$ cat config.mk
export PLATFORM = sky130hd
export DESIGN_NAME = accum_core
export DESIGN_NICKNAME = d
export VERILOG_FILES = /design/src/rtl/accum_core_pkg.sv /design/src/rtl/accum_core_imem.sv /design/src/rtl/accum_core.sv
export SDC_FILE = /design/constraint.sdc
export NUM_CORES = 1
export LEC_CHECK = 0
export ABC_AREA = 1
export CORE_MARGIN = 5
export CORE_UTILIZATION = 63
export CTS_CLUSTER_DIAMETER = 40
export DETAILED_ROUTE_END_ITERATION = 8
export DONT_BUFFER_PORTS = 1
export PLACE_DENSITY = 0.79
export SLEW_MARGIN = 20
export SYNTH_ARGS = -nofsm -noshare
export SYNTH_HDL_FRONTEND = slang
export SYNTH_SLANG_ARGS = --single-unit
$ cat constraint.sdc
create_clock -name clk -period 2.75 [get_ports clk]
set_input_delay 0.55 -clock clk [delete_from_list [all_inputs] [get_ports clk]]
set_output_delay 0.55 -clock clk [all_outputs]
set_load 0.1 [all_outputs]
$ cat src/rtl/accum_core_pkg.sv
// accum_core_pkg: opcode encodings and FSM state type shared by the
// accumulator micro-core and its instruction memory.
package accum_core_pkg;

  localparam int OPC_W = 3;

  localparam logic [OPC_W-1:0] OP_ADD = 3'd0;
  localparam logic [OPC_W-1:0] OP_SUB = 3'd1;
  localparam logic [OPC_W-1:0] OP_LDI = 3'd2;
  localparam logic [OPC_W-1:0] OP_JMP = 3'd3;
  localparam logic [OPC_W-1:0] OP_BZ  = 3'd4;
  localparam logic [OPC_W-1:0] OP_BNZ = 3'd5;
  localparam logic [OPC_W-1:0] OP_OUT = 3'd6;
  localparam logic [OPC_W-1:0] OP_HLT = 3'd7;

  typedef enum logic [2:0] {
    ST_IDLE  = 3'd0,
    ST_FETCH = 3'd1,
    ST_EXEC  = 3'd2,
    ST_HALT  = 3'd3,
    ST_PAUSE = 3'd4
  } state_t;

endpackage

$ cat src/rtl/accum_core_imem.sv
// accum_core_imem: DEPTH x IW program store, one synchronous write port
// qualified by ena, one asynchronous read port. Contents are not reset.
module accum_core_imem #(
  parameter  int DEPTH = 16,
  parameter  int IW    = 8,
  localparam int AW    = $clog2(DEPTH)
) (
  input  logic          clk,
  input  logic          ena,
  input  logic          we,
  input  logic [AW-1:0] waddr,
  input  logic [IW-1:0] wdata,
  input  logic [AW-1:0] raddr,
  output logic [IW-1:0] rdata
);

  logic [IW-1:0] mem [DEPTH];

  // Write port: only when globally enabled and the core permits loading.
  always_ff @(posedge clk) begin
    if (ena && we) mem[waddr] <= wdata;
  end

  assign rdata = mem[raddr];

endmodule

$ cat src/rtl/accum_core.sv
// accum_core: fetch/execute accumulator micro-core with loadable program
// memory. Build option ACCUM_CORE_STEP_EN adds step_mode/step ports and a
// PAUSE state for single-stepping.
//
// state | meaning
// IDLE  | after reset, waiting for start; program load allowed
// FETCH | IR <= imem[pc]
// EXEC  | execute IR, update acc/pc/out
// HALT  | HLT executed; pc/acc hold, load allowed, start reruns
// PAUSE | single-step hold after EXEC; load allowed, step resumes
module accum_core
  import accum_core_pkg::*;
#(
  parameter  int DATA_W = 8,
  parameter  int IMM_W  = 5,
  parameter  int DEPTH  = 16,
  localparam int AW     = $clog2(DEPTH),
  localparam int IW     = OPC_W + IMM_W
) (
  input  logic              clk,
  input  logic              rst_n,
  input  logic              ena,
  input  logic              start,
`ifdef ACCUM_CORE_STEP_EN
  input  logic              step_mode,
  input  logic              step,
`endif
  input  logic              load_we,
  input  logic [AW-1:0]     load_addr,
  input  logic [IW-1:0]     load_data,
  output logic [DATA_W-1:0] out_data,
  output logic              out_valid,
  output logic              busy,
  output logic              halted,
  output logic [AW-1:0]     pc_dbg
);

  state_t            state, state_nxt;
  logic [AW-1:0]     pc, pc_nxt, pc_inc;
  logic [DATA_W-1:0] acc, acc_nxt, imm_ext;
  logic [IW-1:0]     ir, imem_rdata;
  logic [OPC_W-1:0]  ir_op;
  logic [IMM_W-1:0]  ir_imm;
  logic [AW-1:0]     ir_tgt;
  logic              load_ok, do_out, pause_req, step_go;

`ifdef ACCUM_CORE_STEP_EN
  assign pause_req = step_mode;
  assign step_go   = step;
`else
  assign pause_req = 1'b0;
  assign step_go   = 1'b0;
`endif

  assign ir_op   = ir[IW-1:IMM_W];
  assign ir_imm  = ir[IMM_W-1:0];
  assign ir_tgt  = ir_imm[AW-1:0];
  // Zero-extends or truncates the operand to the datapath width.
  assign imm_ext = DATA_W'(ir_imm);
  assign pc_inc  = pc + AW'(1);
  assign pc_dbg  = pc;
  assign load_ok = (state == ST_IDLE) || (state == ST_HALT) || (state == ST_PAUSE);

  accum_core_imem #(
    .DEPTH(DEPTH),
    .IW   (IW)
  ) u_imem (
    .clk  (clk),
    .ena  (ena),
    .we   (load_we && load_ok),
    .waddr(load_addr),
    .wdata(load_data),
    .raddr(pc),
    .rdata(imem_rdata)
  );

  // Next-state, pc and accumulator decode.
  always_comb begin
    state_nxt = state;
    pc_nxt    = pc;
    acc_nxt   = acc;
    do_out    = 1'b0;
    case (state)
      ST_IDLE, ST_HALT: begin
        if (start) begin
          state_nxt = ST_FETCH;
          pc_nxt    = '0;
          acc_nxt   = '0;
        end
      end
      ST_FETCH: state_nxt = ST_EXEC;
      ST_EXEC: begin
        state_nxt = pause_req ? ST_PAUSE : ST_FETCH;
        pc_nxt    = pc_inc;
        case (ir_op)
          OP_ADD: acc_nxt = acc + imm_ext;
          OP_SUB: acc_nxt = acc - imm_ext;
          OP_LDI: acc_nxt = imm_ext;
          OP_JMP: pc_nxt  = ir_tgt;
          OP_BZ:  if (acc == '0) pc_nxt = ir_tgt;
          OP_BNZ: if (acc != '0) pc_nxt = ir_tgt;
          OP_OUT: do_out  = 1'b1;
          OP_HLT: begin
            state_nxt = ST_HALT;
            pc_nxt    = pc;
          end
          default: ;
        endcase
      end
      ST_PAUSE: if (step_go) state_nxt = ST_FETCH;
      default:  state_nxt = ST_IDLE;
    endcase
  end

  // Architectural state; everything holds while ena is low.
  always_ff @(posedge clk or negedge rst_n) begin
    if (!rst_n) begin
      state     <= ST_IDLE;
      pc        <= '0;
      acc       <= '0;
      ir        <= '0;
      out_data  <= '0;
      out_valid <= 1'b0;
      busy      <= 1'b0;
      halted    <= 1'b0;
    end else if (ena) begin
      state     <= state_nxt;
      pc        <= pc_nxt;
      acc       <= acc_nxt;
      if (state == ST_FETCH) ir <= imem_rdata;
      if (do_out) out_data <= acc;
      out_valid <= do_out;
      busy      <= (state_nxt == ST_FETCH) || (state_nxt == ST_EXEC);
      halted    <= (state_nxt == ST_HALT);
    end
  end

endmodule

==> out/metrics.csv <==
stage;metric;value;unit
cells_and_area;layout-drive-gt1-share;10.2;%
global_route;grt_usage;25.0;%
setup_path;rr_startpoint;ir[7];
timing;setup_viol;0;
synth;syn_avg_cell_area;10.4;sq um
timing;setup_ws;0.354;ns
pwr;vdd_ir_drop_max;997;uV
floorplan;die_w;117;um
synth;ys_seq_area_share;64.8;%
timing;finalCriticalPeriod;2.40;ns
routing;via_per_inst;5.96;
place;place_congestion;0.934;
cells_and_area;design_area;0.00812;sq mm
cells_and_area;final_util;71.7;%
clocking;cts_sinks;162;
place;dp_hpwl;9.85;mm
routing;via_count;5174;
pwr;power;9.08;mW
setup_path;start_kind;flop;
floorplan;pin_count;32;
timing;max_freq;0.417;GHz
setup_path;worst-path-max-fanout;6;
synth;yosys_warnings;0;
timing;max_slew_margin;39.8;%
clocking;clock_latency;0.43;ns
global_route;grt_pass1_wl;25.4;mm
setup_path;cp_cell_sequence;inv_1 > nand3_1 > nand2_1 > xor2_1 > inv_1 > ha_1 > a21oi_1 > o21ai_0 > a21oi_1 > nand3_1 > nand3_2 > nand2_1;
cells_and_area;nets;739;
place;place_area;0.00748;sq mm
routing;dr.pass1.iters;8;
hold_path;hold_class;in -> reg;
setup_path;cp_slowest_cell;dfrtp_1;
clocking;clk_pin_slew;0.07;ns
place;dp_cells;834;
clocking;clockRootBuffer;clkbuf_16;
synth;synth.net_count;722;
routing;routed_wl;16.0;mm
setup_path;end_kind;flop;
timing;fin_skew;0.00790;ns
floorplan;rows;39;
synth;synthArstFlopShare;21.0;%
clocking;ctsHoldBuffers;2;
hold_path;min-delay-start;load_data[4];
setup_path;critical_path_arrival;2.71;ns
global_route;overflow;0;
pwr;p_per_area;1120;mW/mm^2
pwr;leakage;3.22;nW
place;numPortBuffers;0;
synth;netlist_area;0.00724;sq mm
routing;final_antenna_net_count;0;
timing;rsz0062_at_grt;false;
cells_and_area;diodes;0;
global_route;grt_max_degree;61;
clocking;clock_path_buffers;2;
clocking;cts_made_buffers;17;
global_route;antenna_found_initial;0;
place;pre_cts_ws;0.404;ns
clocking;cts_setup_buffers;0;
timing;worstMarginPinSlew;0.903;ns
setup_path;crit_path_start;ir[7];
timing;hold_viol_final;0;
setup_path;slowest_delay;0.48;ns
floorplan;initial_core_util;64.0;%
timing;setup_tns;0;ns
synth;syn_inst;695;
cells_and_area;final_cells;868;
floorplan;core-area;0.0113;sq mm
cells_and_area;final_common_cell;nor2_1;
cells_and_area;final_cell_mix;nor2_1 (136), edfxtp_1 (128), nand2_1 (114);
clocking;cts.repair.resized;0;
clocking;htree_num_levels;4;
floorplan;fp.dieArea;0.0137;sq mm
setup_path;crit_required;3.06;ns
cells_and_area;area_growth;12.1;%
global_route;grt_pass1_vias;5069;
clocking;cts_tree;built;
routing;drc;0;
timing;period_share;87.1;%
synth;synth-seq-cells;162;
setup_path;path_class;reg -> reg;
routing;routedWlPerCell;18.4;um
outcome;outcome;finished, final reports clean;
floorplan;die_h;117;um
synth;synth_edf_count;128;
flow_run;maxCapViolCount;0;
synth;synth-main-ff-cell;edfxtp_1;
timing;hold-worst-slack;0.215;ns
timing;maxSlewViolCount;0;
synth;ys_types;34;
routing;drtIter0Drc;515;
registers in the layout (all words and copies together), names as in the netlist:
signal and count:
acc 8, busy 1, halted 1, ir 8
out_data 8, out_valid 1, pc_dbg 4, state 3
u_imem.mem 128
cells by family after synthesis:
kind of cell    Yosys count  synth area share [%]
compound gates          129                  9.79
xor+xnor                  7                 0.846
fa+ha+maj                10                  1.83
buf+inv                  78                  4.65
flops                   162                  64.8
mux                       1                 0.155
simple gates            308                  17.9
synthesized netlist by cell type (5+ instances only):
cell type,instances,share of area (%)
nor2_1,136,7.0
edfxtp_1,128,53
nand2_1,114,5.9
o21ai_0,76,5.3
inv_1,48,2.5
nand3_1,40,2.8
dfrtp_1,34,12
o22ai_1,23,2.0
buf_2,14,0.97
a21oi_1,13,0.90
ha_1,9,1.6
o211ai_1,9,0.93
xor2_1,7,0.85
clkbuf_1,6,0.31
nand4_1,5,0.43
layout make-up:
| class | count | area, sq um |
|---|---|---|
| clock buffers | 19 | 433 |
| clock inverters | 13 | 176 |
| fillers | 743 | 3200 |
| inverters | 51 | 194 |
| multi-input cells | 455 | 2210 |
| flip-flops and latches | 162 | 4700 |
| well taps | 143 | 179 |
| repair buffers | 25 | 228 |
worst paths after layout:
| path | depth (start not counted) | slack, ns | to |
|---|---|---|---|
| max | 12 | 0.35 | acc[7] |
| min | 0 | 0.21 | u_imem.mem[4][4] |
| max reg2reg | 12 | 0.35 | acc[7] |
| min reg2reg | 2 | 0.52 | acc[6] |
| max in group asynchronous | 2 | 1.97 | pc_dbg[0] |
| min in group asynchronous | 2 | 0.60 | busy |
worst max-delay path, delay by kind of cell, from the launching register on:
kind / cells / cell delay, ns
buffers and inverters: 2 / 0.23
DFF: 1 / 0.48
and+or+nand+nor: 5 / 0.60
AOI/OAI and AO/OA: 3 / 0.50
xor gates and xnor gates: 1 / 0.15
adders and majority gates: 1 / 0.33
layer usage:
layer	up-vias	track usage, %	share of wire, %
met4	0	9.79	2.4
li1	2426	-	-
met5	-	0	0
met1	2475	30.8	40
met2	242	42.4	50
met3	31	6.63	7.6
power breakdown:
part	total (mW)	internal [mW]	switching [mW]
logic	3.08	0.997	2.08
clock network	2.43	1.45	0.979
registers	3.57	2.85	0.720
total	9.08	5.30	3.78
(Power assumes the default switching activity.)
